--- src/rtl/tube_pkg.sv ---
// Shared types and default sizing for the tube array: FSM states and
// channel/counter/lookback defaults.
package tube_pkg;

    localparam int NCH_DEFAULT      = 8;
    localparam int CW_DEFAULT       = 8;
    localparam int LOOKBACK_DEFAULT = 7;

    typedef enum logic [1:0] {
        IDLE  = 2'd0,
        COUNT = 2'd1,
        READ  = 2'd2
    } state_t;

    // Channel index width, never narrower than one bit.
    function automatic int chan_width(input int n);
        return (n > 1) ? $clog2(n) : 1;
    endfunction

endpackage

--- src/rtl/tube_channel.sv ---
// One tube channel: a free-running delay line, a hit latch and a saturating
// counter that measures time from window open to the delayed tube hit.
module tube_channel
    import tube_pkg::*;
#(
    parameter int CW       = CW_DEFAULT,
    parameter int LOOKBACK = LOOKBACK_DEFAULT
) (
    input  logic          clk,
    input  logic          clr,
    input  logic          tube_in,
    input  logic          start,
    input  logic          count_en,
    output logic          hit,
    output logic [CW-1:0] count,
    output logic          done
);

    localparam logic [CW-1:0] COUNT_MAX = '1;

    logic [LOOKBACK-1:0] line;
    logic                delayed;

    // The line keeps shifting through every state; only clr empties it.
    if (LOOKBACK == 1) begin : g_short
        always_ff @(posedge clk or posedge clr) begin
            if (clr) line <= '0;
            else     line <= tube_in;
        end
    end else begin : g_long
        always_ff @(posedge clk or posedge clr) begin
            if (clr) line <= '0;
            else     line <= {line[LOOKBACK-2:0], tube_in};
        end
    end

    assign delayed = line[LOOKBACK-1];

    // NOTE: sequential state uses <= so every register samples pre-edge values.
    always_ff @(posedge clk or posedge clr) begin
        if (clr) begin
            hit   <= 1'b0;
            count <= '0;
        end else if (start) begin
            hit   <= 1'b0;
            count <= '0;
        end else if (count_en && !hit) begin
            if (delayed)                 hit   <= 1'b1;
            else if (count != COUNT_MAX) count <= count + 1'b1;
        end
    end

    assign done = hit || (count == COUNT_MAX);

endmodule

--- src/rtl/tube_array.sv ---
// Tube array top: gate edge detection, IDLE/COUNT/READ control and the
// ready/valid readout multiplexer over NCH tube channels.
module tube_array
    import tube_pkg::*;
#(
    parameter int NCH      = NCH_DEFAULT,
    parameter int CW       = CW_DEFAULT,
    parameter int LOOKBACK = LOOKBACK_DEFAULT
) (
    input  logic                         clk,
    input  logic                         clr,
    input  logic [NCH-1:0]               tube_in,
    input  logic                         gate,
    output logic [CW-1:0]                out_data,
    output logic [chan_width(NCH)-1:0]   out_chan,
    output logic                         out_hit,
    output logic                         out_valid,
    input  logic                         out_ready,
    output logic                         busy
);

    localparam int IW = chan_width(NCH);

    state_t          state, state_next;
    logic [IW-1:0]   rd_idx, rd_idx_next;
    logic            gate_q, armed;
    logic            gate_rise;
    logic            start, count_en;
    logic [NCH-1:0]  hit_v, done_v;
    logic [CW-1:0]   counts [NCH];

    for (genvar i = 0; i < NCH; i++) begin : g_ch
        tube_channel #(
            .CW       (CW),
            .LOOKBACK (LOOKBACK)
        ) u_ch (
            .clk      (clk),
            .clr      (clr),
            .tube_in  (tube_in[i]),
            .start    (start),
            .count_en (count_en),
            .hit      (hit_v[i]),
            .count    (counts[i]),
            .done     (done_v[i])
        );
    end

    // armed stays low for the first cycle after clr so a gate already high
    // at release is not mistaken for a rising edge.
    always_ff @(posedge clk or posedge clr) begin
        if (clr) begin
            gate_q <= 1'b0;
            armed  <= 1'b0;
        end else begin
            gate_q <= gate;
            armed  <= 1'b1;
        end
    end

    assign gate_rise = gate && !gate_q && armed;

    always_ff @(posedge clk or posedge clr) begin
        if (clr) begin
            state  <= IDLE;
            rd_idx <= '0;
        end else begin
            state  <= state_next;
            rd_idx <= rd_idx_next;
        end
    end

    // NOTE: every output of this block gets a default first, so no path infers a latch.
    always_comb begin
        state_next  = state;
        rd_idx_next = rd_idx;
        start       = 1'b0;
        case (state)
            IDLE: begin
                if (gate_rise) begin
                    state_next = COUNT;
                    start      = 1'b1;
                end
            end
            COUNT: begin
                if (!gate || (&done_v)) begin
                    state_next  = READ;
                    rd_idx_next = '0;
                end
            end
            READ: begin
                if (out_ready) begin
                    if (rd_idx == IW'(NCH - 1)) begin
                        state_next  = IDLE;
                        rd_idx_next = '0;
                    end else begin
                        rd_idx_next = rd_idx + 1'b1;
                    end
                end
            end
            default: state_next = IDLE;
        endcase
    end

    assign count_en  = (state == COUNT);
    assign out_valid = (state == READ);
    assign busy      = (state != IDLE);
    assign out_chan  = rd_idx;
    assign out_data  = counts[rd_idx];
    assign out_hit   = hit_v[rd_idx];

endmodule

--- config.mk ---
export PLATFORM = sky130hd
export DESIGN_NAME = tube_array
export DESIGN_NICKNAME = d
export VERILOG_FILES = /design/src/rtl/tube_pkg.sv /design/src/rtl/tube_channel.sv /design/src/rtl/tube_array.sv
export SDC_FILE = /design/constraint.sdc
export NUM_CORES = 1
export LEC_CHECK = 0
export CORE_ASPECT_RATIO = 1.5
export CORE_MARGIN = 3
export CORE_UTILIZATION = 35
export CTS_CLUSTER_SIZE = 25
export DETAILED_ROUTE_END_ITERATION = 8
export GPL_TIMING_DRIVEN = 0
export PLACE_DENSITY = 0.5
export SLEW_MARGIN = 40
export SYNTH_ARGS = -nofsm -noshare
export SYNTH_HDL_FRONTEND = slang
export SYNTH_SLANG_ARGS = --single-unit
export TNS_END_PERCENT = 5
--- constraint.sdc ---
create_clock -name clk -period 7.9 [get_ports clk]
set_input_delay 1.185 -clock clk [delete_from_list [all_inputs] [get_ports clk]]
set_output_delay 1.185 -clock clk [all_outputs]
set_load 0.02 [all_outputs]
=== Yosys cells after proc, flatten, opt, wreduce, memory -nomap -nowiden ===
Index checks and enable logic that the tools add are counted.

* Flip-flop bits (word level): 135
* Bits in latches: 0
* RAM bits: 0
* ROM bits: 0
* Input bits: 12
* Output and inout port bits: 14
* Word-level logic and storage cells: 218
* Memories kept: 0

* Add/sub/neg operators: 9
* Multipliers: 0
* Div/mod/pow operators: 0
* $lt $le $gt $ge: 2
* Equal/unequal tests: 31
* Shifts and indexed selects: 0
* Multiplexer cells: 72
* Bitwise gates (word level): 1
* Reduce and logical (&&, ||, !) cells: 75

{| class="wikitable"
|+ Operator list
! cell !! number
|-
| two-way mux 8 bit || 34
|-
| adder 8 x 1 -> 8 bit (second input constant) || 8
|-
| == test 8 bit (second input constant) || 8
|-
| != test 8 bit (second input constant) || 8
|-
| nonzero test 2 bit || 26
|-
| two-way mux 1 bit || 27
|-
| AND reduction 3 bit || 9
|-
| binary-select mux 8 bit (select 3 bit) || 1
|-
| != test 2 bit (second input constant) || 9
|-
| AND reduction 2 bit || 8
|-
| logical AND 1 bit || 10
|-
| logical NOT 1 bit || 10
|-
| logical OR 1 bit || 9
|-
| two-way mux 3 bit || 3
|-
| two-way mux 2 bit || 4
|-
| AND reduction 8 bit || 1
|-
| != test 2 x 1 -> 1 bit (second input constant) || 3
|-
| one-hot mux 2 bit (3 select lines) || 1
|-
| one-hot mux 3 bit (2 select lines) || 1
|-
| >= comparator 4 bit (second input constant) || 1
|-
| less-than comparator 3 x 4 -> 1 bit (second input constant) || 1
|-
| inverter 3 -> 4 bit || 1
|-
| AND reduction 4 bit || 1
|-
| adder 3 x 1 -> 3 bit (second input constant) || 1
|-
| 5 further kinds || 5
|}

=== Depth between registers and ports, before layout ===
Gate-level depths: netlist of the first run.

* Depth in word-level cells: 7
* Mapped depth: 7
* Depth with buffers taken out: 6

=== By module ===
Synthesis of the first run repeated with hierarchy kept, for this count alone.

* Cells, all modules: 549
* Area, all modules: 6535.0 µm²

{| class="wikitable"
|+ By module, submodules not included
! module !! instances !! cells each !! area an instance (µm²) !! seq. area each (µm²)
|-
| tube_channel at g_ch[1].u_ch ... || 7 || 59 || 685.7 || 400.4
|-
| tube_array || 1 || 75 || 994.7 || 175.2
|-
| tube_channel at g_ch[0].u_ch || 1 || 61 || 740.7 || 400.4
|}

=== Least setup slack after synthesis of the first run ===
No wires, ideal clock.

* Kind: register -> output
* From: reg rd_idx[1], in the netlist out_chan[1]
* To: out out_data[2]
* Data arrival time: 1.674 ns
* Required time: 6.715 ns
* Slack: 5.041 ns
* Stages on the path, launching flop included: 6
* Buffers on the path: 2
* Cell sequence: dfrtp_1 > buf_2 > clkbuf_1 > mux4_2 > nand2_1 > nand2_1

* Word-level cells in the longest chain between the ends: 4

{| class="wikitable"
|+ RTL lines
! item !! RTL line !! text
|-
| from (decl) || tube_array.sv:25 || <nowiki>logic [IW-1:0] rd_idx, rd_idx_next;</nowiki>
|-
| from (signal assigned) || tube_array.sv:68 || <nowiki>rd_idx <= rd_idx_next;</nowiki>
|-
| inverter 3 -> 4 bit (not written as such) || tube_array.sv:108 || <nowiki>assign out_data = counts[rd_idx];</nowiki>
|-
| binary-select mux 8 bit (select 3 bit) || tube_array.sv:108 ||
|-
| two-way mux 8 bit (not written as such) (2 in series) || tube_array.sv:108 ||
|-
| to (decl) || tube_array.sv:14 || <nowiki>output logic [CW-1:0] out_data,</nowiki>
|}

Every way passes these cells. The select of a mux whose other input is x is not followed.

=== Worst setup path in the final report of the first run ===
* From: reg rd_idx[1], in the netlist out_chan[1]
* To: out out_data[3]

The elaborated chain is that of the path after synthesis.

==> results of run 1 <==
## sequential cells by signal, summed over array words and instances, names as in the netlist
signal and count:
g_ch.u_ch.count 64, g_ch.u_ch.line 56, g_ch.u_ch.hit 8, out_chan 3, state 2, armed 1
gate_q 1
## through the flow
stage	std cells	hold slack [ps]	area (µm²)	worst slack, ps	power (mW)
6_report	758	342	7140	3910	2.57
4_1_cts	758	347	7140	3830	2.60
3_5_place_dp	726	335	6460	4280	1.68
5_1_grt	758	352	7140	3720	2.71
3_3_place_gp	725	332	6430	1130	1.65
2_1_floorplan	494	331	5920	3100	1.42
## layer usage
metal  up-vias  global-route usage  share of wire
li1       1847                   -              -
met1      1999               0.199           0.44
met2       108               0.244           0.49
met3        30              0.0324          0.043
met4         0              0.0842          0.034
met5         -                   0              0
## power breakdown
part | switching [mW] | total, mW | internal, mW
sequential | 0.197 | 1.04 | 0.838
clock | 0.305 | 0.900 | 0.594
combinational | 0.329 | 0.631 | 0.302
## layout by cell type, fill, tap and decap left out, types with 3 or more instances in the layout
cell type	n
dfrtp_1	135
nor2_1	58
nand2_1	52
a21oi_1	32
clkdlybuf4s50_1	25
xor2_1	24
nand3_1	21
mux4_2	18
o21ai_0	17
clkbuf_16	17
xnor2_1	16
or3_1	16
clkbuf_1	10
nand4_1	10
ha_1	10
mux2i_1	7
and4_1	6
and3_1	6
bufinv_16	6
inv_1	5
nor3_1	5
buf_2	5
a2111oi_4	4
a2111o_1	4
inv_6	4
and4_4	3
and3_4	3
nor4_2	3
clkinvlp_4	3
## cell families after synthesis
kind of cell	count (synthesis)
buffers and inverters	24
adders and majority gates	10
DFF	135
and+or+nand+nor	195
muxes	25
xor gates and xnor gates	40
other	1
AOI/OAI and AO/OA	64
## how the worst max path moves through the flow
| stage | startpoint | endpoint | cells past startpoint |
|---|---|---|---|
| after floorplan | clr | armed | 1 |
| after global placement | clr | g_ch[4].u_ch.count[0] | 2 |
| after detailed placement | out_chan[1] | out_data[4] | 6 |
| after CTS | out_chan[1] | out_data[4] | 6 |
| after global routing | out_chan[1] | out_data[3] | 6 |
| final | out_chan[1] | out_data[3] | 6 |
## area by class of cell
class,instances,share of cell area
flip-flops and latches,135,0.473
multi-input cells,335,0.342
clock buffers,17,0.0596
repair buffers,26,0.0389
well taps,206,0.0361
clock inverters,15,0.0347
plain buffers,17,0.0109
inverters,7,0.00473
==> qor.csv, run 1 <==
metric;value;unit
status;complete, no violations;
post-route-util;0.435;
ios;26;
multi_input_area;0.00244;mm²
holdPathEnd;g_ch[6].u_ch.line[4];
synth_area_leader_cell;dfrtp_1;
dr.pass1.iters;5;
layout-drive-gt1-share;0.149;
synth_compound_area_frac;0.0807;
avgViaCountPerCell;5.26;
core_area;0.0164;mm²
r2r_cells;6;
clkTransAtPathRegs;60;ps
die_h;165;µm
dieArea;0.0185;mm²
wl_per_cell;17.4;µm
synth-simple-area-share;0.170;
hold_depth;0;
cp_cell_sequence;buf_2, clkbuf_1, mux4_2, nand2_1, nand2_1, clkdlybuf4s50_1;
slowest_stage;clkdlybuf4s50_1;
max_freq;250;MHz
drc;0;
worstPathRequired;6710;ps
finalCriticalPeriod;3990;ps
initial_utilization;0.361;
yosys.area.top_type_share;0.571;
vdd_ir_drop_max;0.223;mV
yosysUniqueCellTypes;43;
ys_warn_count;0;
cts_tree;yes;
synth.most_common_cell;dfrtp_1;
ys_top_cells_by_area;dfrtp_1 57%, mux4_2 6.8%, nor2_1 3.7%;
r2r_slack;5590;ps
cts_setup_buffers;0;
diodes;0;
finClkSkew;7.43;ps
rows;57;
synth_seq_cells;135;
syn_inst;494;
crit_path_max_fanout;10;
nets;561;
cts_root_buffer;clkbuf_16;
htreeDepth;4;
syn-num-nets;516;
ant_nets;0;
hold_buffers;0;
synth.area.mux_share;0.0803;
chipWidth;112;µm
hp-class;flip-flop to flip-flop;
cts_sinks;135;
fillCellCount;1535;
rsz0062_at_grt;false;
synth_commonest_cells;135 x dfrtp_1, 58 x nor2_1, 52 x nand2_1, 32 x a21oi_1, 24 x xor2_1;
synth-edff-count;0;
maxSlewViolCount;0;
worst_pin_slew;771;ps
first_global_vias;4123;
grt_pass1_wl;22000;µm
setup_violations;0;
area_growth;20.5;%
hold_violations;0;
dr_total_vias;3984;
drt_iter0_markers;234;
rr_startpoint;g_ch[3].u_ch.count[0];
port_buffers;25;
worstHoldStart;g_ch[6].u_ch.line[3];
synth-xor-area-share;0.0592;
synthAdderAreaFrac;0.0211;
power.density;360;mW/mm²
crit_family;buffers and inverters;
setup.worst_path.end_class;primary output;
ys.flop_type;dfrtp_1;
cts_made_buffers;17;
routabilityCongestion;0.827;
crit_type;flip-flop to primary output;
grt-ovfl-total;0;
power.leakage;3.02;nW
timing.final.crit_share;0.506;
routed_wl;13200;µm
crit_top_cell;nand2_1;
start_kind;flip-flop;
syn_area;0.00592;mm²
grt_max_degree;80;
slowest_delay;540;ps
post_cts_resized;0;
drv_cap;0;
synth_top_family_by_area;simple AND/OR/NAND/NOR gates;
cp_num_buf_inv;3;
maxSlewHeadroom;0.486;
fin_tns_setup;0;ps
async_flop_share;1.00;
antenna_found_initial;0;
yosysSeqAreaShare;0.571;
avgSynthCellArea;12.0;µm²
r2r-end;g_ch[3].u_ch.count[5];
cts_buffer_depth;2;
worstSkewPairLatency;410;ps
grt_use_total;0.155;
dp_hpwl;9480;µm
cp.arrival;2810;ps
seqCellArea;0.00338;mm²
Note: power is estimated with default switching activity, not from simulation.
==> run 2, diff against run 1 <==
- PLACE_DENSITY: 0.5 -> 0.52
- clock period: 7.9 -> 3.2 ns (I/O delays scaled with it)
==> run 2 against run 1 <==
  * Via count down 1.1%
  * Highest routed layer unchanged
  * Cell count up 0.66%
  * Non-clock buffer count up 5
  * Die area unchanged
  * Clock skew down 0.66 ps
  * Largest power group unchanged
==> qor.csv, run 2 (synthesis results as in run 1) <==
metric;value;unit;change
crit_type;flip-flop to primary output;;unchanged
rows;57;;unchanged
hp-class;flip-flop to flip-flop;;unchanged
rsz0062_at_grt;false;;unchanged
cts_sinks;135;;unchanged
first_global_vias;4104;;was 4123
cts_root_buffer;clkbuf_16;;unchanged
die_h;165;µm;unchanged
status;complete, no violations;;unchanged
grt_use_met1;0.187;;was 0.199
design_area;0.00724;mm²;was 0.00714 mm²
placed_area;0.00658;mm²;was 0.00646 mm²
cts_buffer_depth;2;;unchanged
finClkSkew;6.77;ps;was 7.43 ps
ant_nets;0;;unchanged
initial_utilization;0.361;;unchanged
drc;0;;unchanged
layout_common_cells;135 x dfrtp_1, 58 x nor2_1, 52 x nand2_1, 32 x a21oi_1, 25 x clkdlybuf4s50_1;;unchanged
fin_tns_setup;0;ps;unchanged
vdd_ir_drop_max;0.389;mV;was 0.223 mV
cts_setup_buffers;0;;unchanged
nets;566;;was 561
grt_use_total;0.153;;was 0.155
post-place-ws;321;ps;was 4280 ps
avgViaCountPerCell;5.17;;was 5.26
routed_wl;13100;µm;was 13200 µm
crit_path_max_fanout;10;;unchanged
dieArea;0.0185;mm²;unchanged
start_kind;flip-flop;;unchanged
hold_violations;0;;unchanged
dr_total_vias;3942;;was 3984
setup_violations;0;;unchanged
worstPathRequired;2720;ps;was 6710 ps
cts_tree;yes;;unchanged
post-route-util;0.441;;was 0.435
top_regs;g_ch.u_ch.count: 64 flops, g_ch.u_ch.line: 56 flops, g_ch.u_ch.hit: 8 flops;;unchanged
top_usage_layer;met2;;unchanged
drv_cap;0;;unchanged
power.density;871;mW/mm²;was 360 mW/mm²
drt_iter0_markers;256;;was 234
grt-ovfl-total;0;;unchanged
largest_reg_flops;64;;unchanged
port_buffers;25;;unchanged
dp_hpwl;9750;µm;was 9480 µm
grtUsageMet2;0.256;;was 0.244
timing.final.crit_share;0.962;;
grt_pass1_wl;21500;µm;was 22000 µm
htreeDepth;4;;unchanged
core_area;0.0164;mm²;unchanged
dr.pass1.iters;4;;was 5
max_freq;325;MHz;
layout-drive-gt1-share;0.158;;was 0.149
grt_util_met3;0.0390;;was 0.0324
diodes;0;;unchanged
maxSlewViolCount;0;;unchanged
finalCriticalPeriod;3080;ps;
chipWidth;112;µm;unchanged
grt_max_degree;26;;was 80
setup.worst_path.end_class;primary output;;unchanged
cts_made_buffers;17;;unchanged
cp.arrival;2600;ps;was 2810 ps
area_growth;22.3;%;was 20.5%
antenna_found_initial;0;;unchanged
ios;26;;unchanged
layout_commonest_cell;dfrtp_1;;unchanged
finalWorstSetupSlack;122;ps;was 3910 ps
worstSkewPairLatency;420;ps;was 410 ps
wl_per_cell;17.1;µm;was 17.4 µm
maxSlewHeadroom;0.535;;was 0.486
power.leakage;3.07;nW;was 3.02 nW
clkTransAtPathRegs;60;ps;about the same
largest_register;g_ch.u_ch.count;;unchanged
worst_pin_slew;698;ps;was 771 ps
routabilityCongestion;0.836;;was 0.827
## run 2: cell count changes in the layout (fill, tap and decap cells not counted), sizes merged
cell	previous run	this run
clkinv	3	6
inv	10	5
clkbuf	27	30
buf	8	12
## run 2: worst paths after layout
| path | startpoint | end | slack, ps | depth (start not counted) |
|---|---|---|---|---|
| worst min-delay path | g_ch[7].u_ch.line[5] | g_ch[7].u_ch.line[6] | 340 | 0 |
| max in group asynchronous | clr | g_ch[0].u_ch.count[7] | 1940 | 5 |
| worst min register to register | g_ch[7].u_ch.line[5] | g_ch[7].u_ch.line[6] | 340 | 0 |
| min in group asynchronous | clr | g_ch[5].u_ch.line[0] | 430 | 2 |
| worst max-delay path | out_chan[1] | out_data[5] | 120 | 6 |
| worst max register to register | g_ch[5].u_ch.count[0] | g_ch[5].u_ch.count[7] | 920 | 6 |
## run 2: final cells by class
cell class / instances / area (µm²)
Timing Repair Buffer: 31 / 395
Multi-Input combinational cell: 335 / 2440
Sequential cell: 135 / 3380
Clock buffer: 19 / 433
Inverter: 7 / 30.0
Fill cell: 1551 / 9160
Clock inverter: 13 / 228
Buffer: 17 / 81.3
Tap cell: 206 / 258
## run 2: through the flow
step | power, mW | std cells | hold slack [ps]
finish | 6.31 | 763 | 339
global route | 6.65 | 763 | 348
CTS | 6.38 | 763 | 345
detailed placement | 4.16 | 731 | 336
global placement | 4.08 | 725 | 332
floorplan | 3.51 | 494 | 331
## run 2: routing by layer
metal / wire length (µm) / part of all wire / up-vias
li1: - / - / 1851
met1: 5680 / 0.44 / 2006
met2: 6610 / 0.51 / 64
met3: 457 / 0.035 / 21
met4: 306 / 0.023 / 0
met5: 0 / 0 / -
## run 2: power by group
group / leakage (nW) / internal (mW) / total, mW / switching [mW]
logic: 1.05 / 0.762 / 1.56 / 0.802
clock network: 0.317 / 1.46 / 2.19 / 0.729
registers: 1.71 / 2.07 / 2.56 / 0.487
## run 2: worst max-delay path: stages (launching register included)
cell             delay [ps]
dfrtp_1                 420
buf_2                   340
clkbuf_2                340
mux4_2                  370
nand2_1                  90
nand2_1                  60
clkdlybuf4s50_1         540
## run 2: timing repair
| item | 4_1_cts | 5_1_grt |
|---|---|---|
| endpoints found under the hold margin | 0 | 0 |
| gates resized for setup | 1 | 1 |
| pin swaps | 0 | 0 |
| hold buffers | 0 | 0 |
| endpoints found under the setup margin | 5 | 1 |
==> run 3, diff against run 2 <==
- CELL_PAD_IN_SITES_DETAIL_PLACEMENT: unset -> 0
- CELL_PAD_IN_SITES_GLOBAL_PLACEMENT: unset -> 2
- PLACE_DENSITY: 0.52 -> 0.7
==> run 3 against run 2 <==
  * Non-clock buffer count grew 1
  * Hold slack gained 7.1 ps
  * Via count grew 0.10%
  * Critical path depth is the same
  * Count of clock-buffer cells in the layout shrank 2
  * Register-to-register slack lost 20 ps
  * Total power shrank 3.9%
  * Final area shrank 0.59%
  * Sequential share of layout area grew 0.28 points
  * Fmax grew 2.0%
  * Cell count grew 0.13%
  * Clock skew shrank 1.5 ps
  * Critical path type unchanged
==> qor.csv, run 3 (synthesis results as in run 1) <==
metric;value;unit;change
status;complete, no violations;;unchanged
cts_sinks;135;;unchanged
rows;57;;unchanged
drv_cap;0;;unchanged
crit_type;flip-flop to primary output;;unchanged
setup_violations;0;;unchanged
rr_startpoint;g_ch[5].u_ch.count[0];;unchanged
largest_register;g_ch.u_ch.count;;unchanged
maxSlewHeadroom;0.493;;was 0.535
layout_commonest_cell;dfrtp_1;;unchanged
finalWorstSetupSlack;183;ps;was 122 ps
chipWidth;112;µm;unchanged
drc;0;;unchanged
setup.worst_path.start;out_chan[1];;unchanged
nets;567;;was 566
crit_path_max_fanout;10;;unchanged
antenna_found_initial;0;;unchanged
ant_nets;0;;unchanged
crit_top_cell;nand2_1;;unchanged
initial_utilization;0.361;;unchanged
hp-class;flip-flop to flip-flop;;unchanged
r2r-end;g_ch[5].u_ch.count[7];;unchanged
cts_root_buffer;clkbuf_16;;unchanged
dr.pass1.iters;4;;unchanged
worstSkewPairLatency;420;ps;about the same
diodes;0;;unchanged
cp_cell_sequence;clkbuf_4, buf_2, mux4_2, nand2_1, nand2_1, clkdlybuf4s50_1;;was buf_2, clkbuf_2, mux4_2, nand2_1, nand2_1, clkdlybuf4s50_1
vdd_ir_drop_max;0.411;mV;was 0.389 mV
area_growth;21.6;%;was 22.3%
timing.final.crit_share;0.943;;was 0.962
routed_wl;13800;µm;was 13100 µm
finalCriticalPeriod;3020;ps;was 3080 ps
top_regs;g_ch.u_ch.count: 64 flops, g_ch.u_ch.line: 56 flops, g_ch.u_ch.hit: 8 flops;;unchanged
dp.cells;732;;was 731
fin_tns_setup;0;ps;unchanged
grt_max_degree;24;;was 26
first_global_vias;4045;;was 4104
clkTransAtPathRegs;60;ps;about the same
core_area;0.0164;mm²;unchanged
finClkSkew;5.24;ps;was 6.77 ps
slowest_delay;540;ps;about the same
ios;26;;unchanged
grt_util_met3;0.0383;;was 0.0390
largest_reg_flops;64;;unchanged
cp_num_buf_inv;3;;unchanged
rsz0062_at_grt;false;;unchanged
htreeDepth;4;;unchanged
crit_family;buffers and inverters;;unchanged
dp_hpwl;10100;µm;was 9750 µm
cts_buffer_depth;2;;unchanged
wl_per_cell;18.0;µm;was 17.1 µm
die_h;165;µm;unchanged
grt_use_met1;0.217;;was 0.187
cts_setup_buffers;0;;unchanged
maxSlewViolCount;0;;unchanged
hold_ws;346;ps;was 339 ps
power.leakage;3.04;nW;was 3.07 nW
grtUsageMet2;0.250;;was 0.256
top_usage_layer;met2;;unchanged
drt_iter0_markers;219;;was 256
slowest_stage;clkdlybuf4s50_1;;unchanged
r2r_cells;6;;unchanged
post-place-ws;230;ps;was 321 ps
dr_total_vias;3946;;was 3942
start_kind;flip-flop;;unchanged
grt_pass1_wl;22600;µm;was 21500 µm
r2r_slack;900;ps;was 920 ps
max_freq;331;MHz;was 325 MHz
power.density;842;mW/mm²;was 871 mW/mm²
routabilityCongestion;0.803;;was 0.836
layout-drive-gt1-share;0.161;;was 0.158
cp.arrival;2540;ps;was 2600 ps
cts_made_buffers;17;;unchanged
final_cells;764;;was 763
setup.worst_path.end_class;primary output;;unchanged
cp.depth;6;;unchanged
hold_buffers;0;;unchanged
hold_violations;0;;unchanged
dieArea;0.0185;mm²;unchanged
cp-endpoint;out_data[5];;unchanged
worst_pin_slew;761;ps;was 698 ps
cts_tree;yes;;unchanged
grt-ovfl-total;0;;unchanged
worstPathRequired;2720;ps;about the same
layout_common_cells;135 x dfrtp_1, 58 x nor2_1, 52 x nand2_1, 32 x a21oi_1, 25 x clkdlybuf4s50_1;;unchanged
avgViaCountPerCell;5.16;;was 5.17
port_buffers;25;;unchanged
grt_use_total;0.161;;was 0.153
-- run 3: cell count changes in the layout (fill, tap and decap cells not counted), sizes merged --
cell | before | now
inv | 5 | 8
clkbuf | 30 | 28
bufinv | 6 | 2
buf | 12 | 13
clkinvlp | 3 | 5
clkinv | 6 | 7
-- run 3: report_power, final --
part	switching [mW]	internal (mW)	leakage, nW
Combinational	0.808	0.771	1.06
Sequential	0.509	2.07	1.71
Clock	0.754	1.15	0.276
-- run 3: worst min-delay path by stage --
stage                         startpoint                    to  slack [ps]  depth (start not counted)
floorplan           g_ch[0].u_ch.line[0]  g_ch[0].u_ch.line[1]         330                          0
global placement    g_ch[0].u_ch.line[4]  g_ch[0].u_ch.line[5]         330                          0
CTS                 g_ch[4].u_ch.line[4]  g_ch[4].u_ch.line[5]         350                          0
finish              g_ch[0].u_ch.line[5]  g_ch[0].u_ch.line[6]         350                          0
detailed placement  g_ch[4].u_ch.line[4]  g_ch[4].u_ch.line[5]         330                          0
global route        g_ch[2].u_ch.line[5]  g_ch[2].u_ch.line[6]         350                          0
-- run 3: layout make-up --
type	count	area, µm²
clock buffers	17	425
clock inverters	15	154
repair buffers	32	430
flip-flops and latches	135	3380
plain buffers	17	85.1
inverters	7	30.0
multi-input cells	335	2440
fillers	1545	9210
well taps	206	258
-- run 3: timing repair --
item                                    in CTS  in global routing
endpoints found under the setup margin       5                  5
endpoints found under the hold margin        0                  0
resized for setup                            2                  3
-- run 3: through the flow --
step	cell area, µm²	power (mW)	util
floorplan	5920	3.51	-
global placement	6430	4.12	0.392
detailed placement	6610	4.20	0.403
CTS	7190	6.13	0.439
global route	7200	6.42	0.439
finish	7200	6.06	0.439
-- run 3: worst register-to-register path, cell delays in order, from the launching register on --
cell,delay (ps)
dfrtp_1,460
ha_1,300
and3_4,220
a2111oi_4,600
nand3_1,160
or3_1,330
a21oi_1,140
-- run 3: routing by layer --
layer,vias up,wire length [µm]
met1,2002,6280
met4,0,279
li1,1856,-
met2,67,6660
met5,-,0
met3,21,545
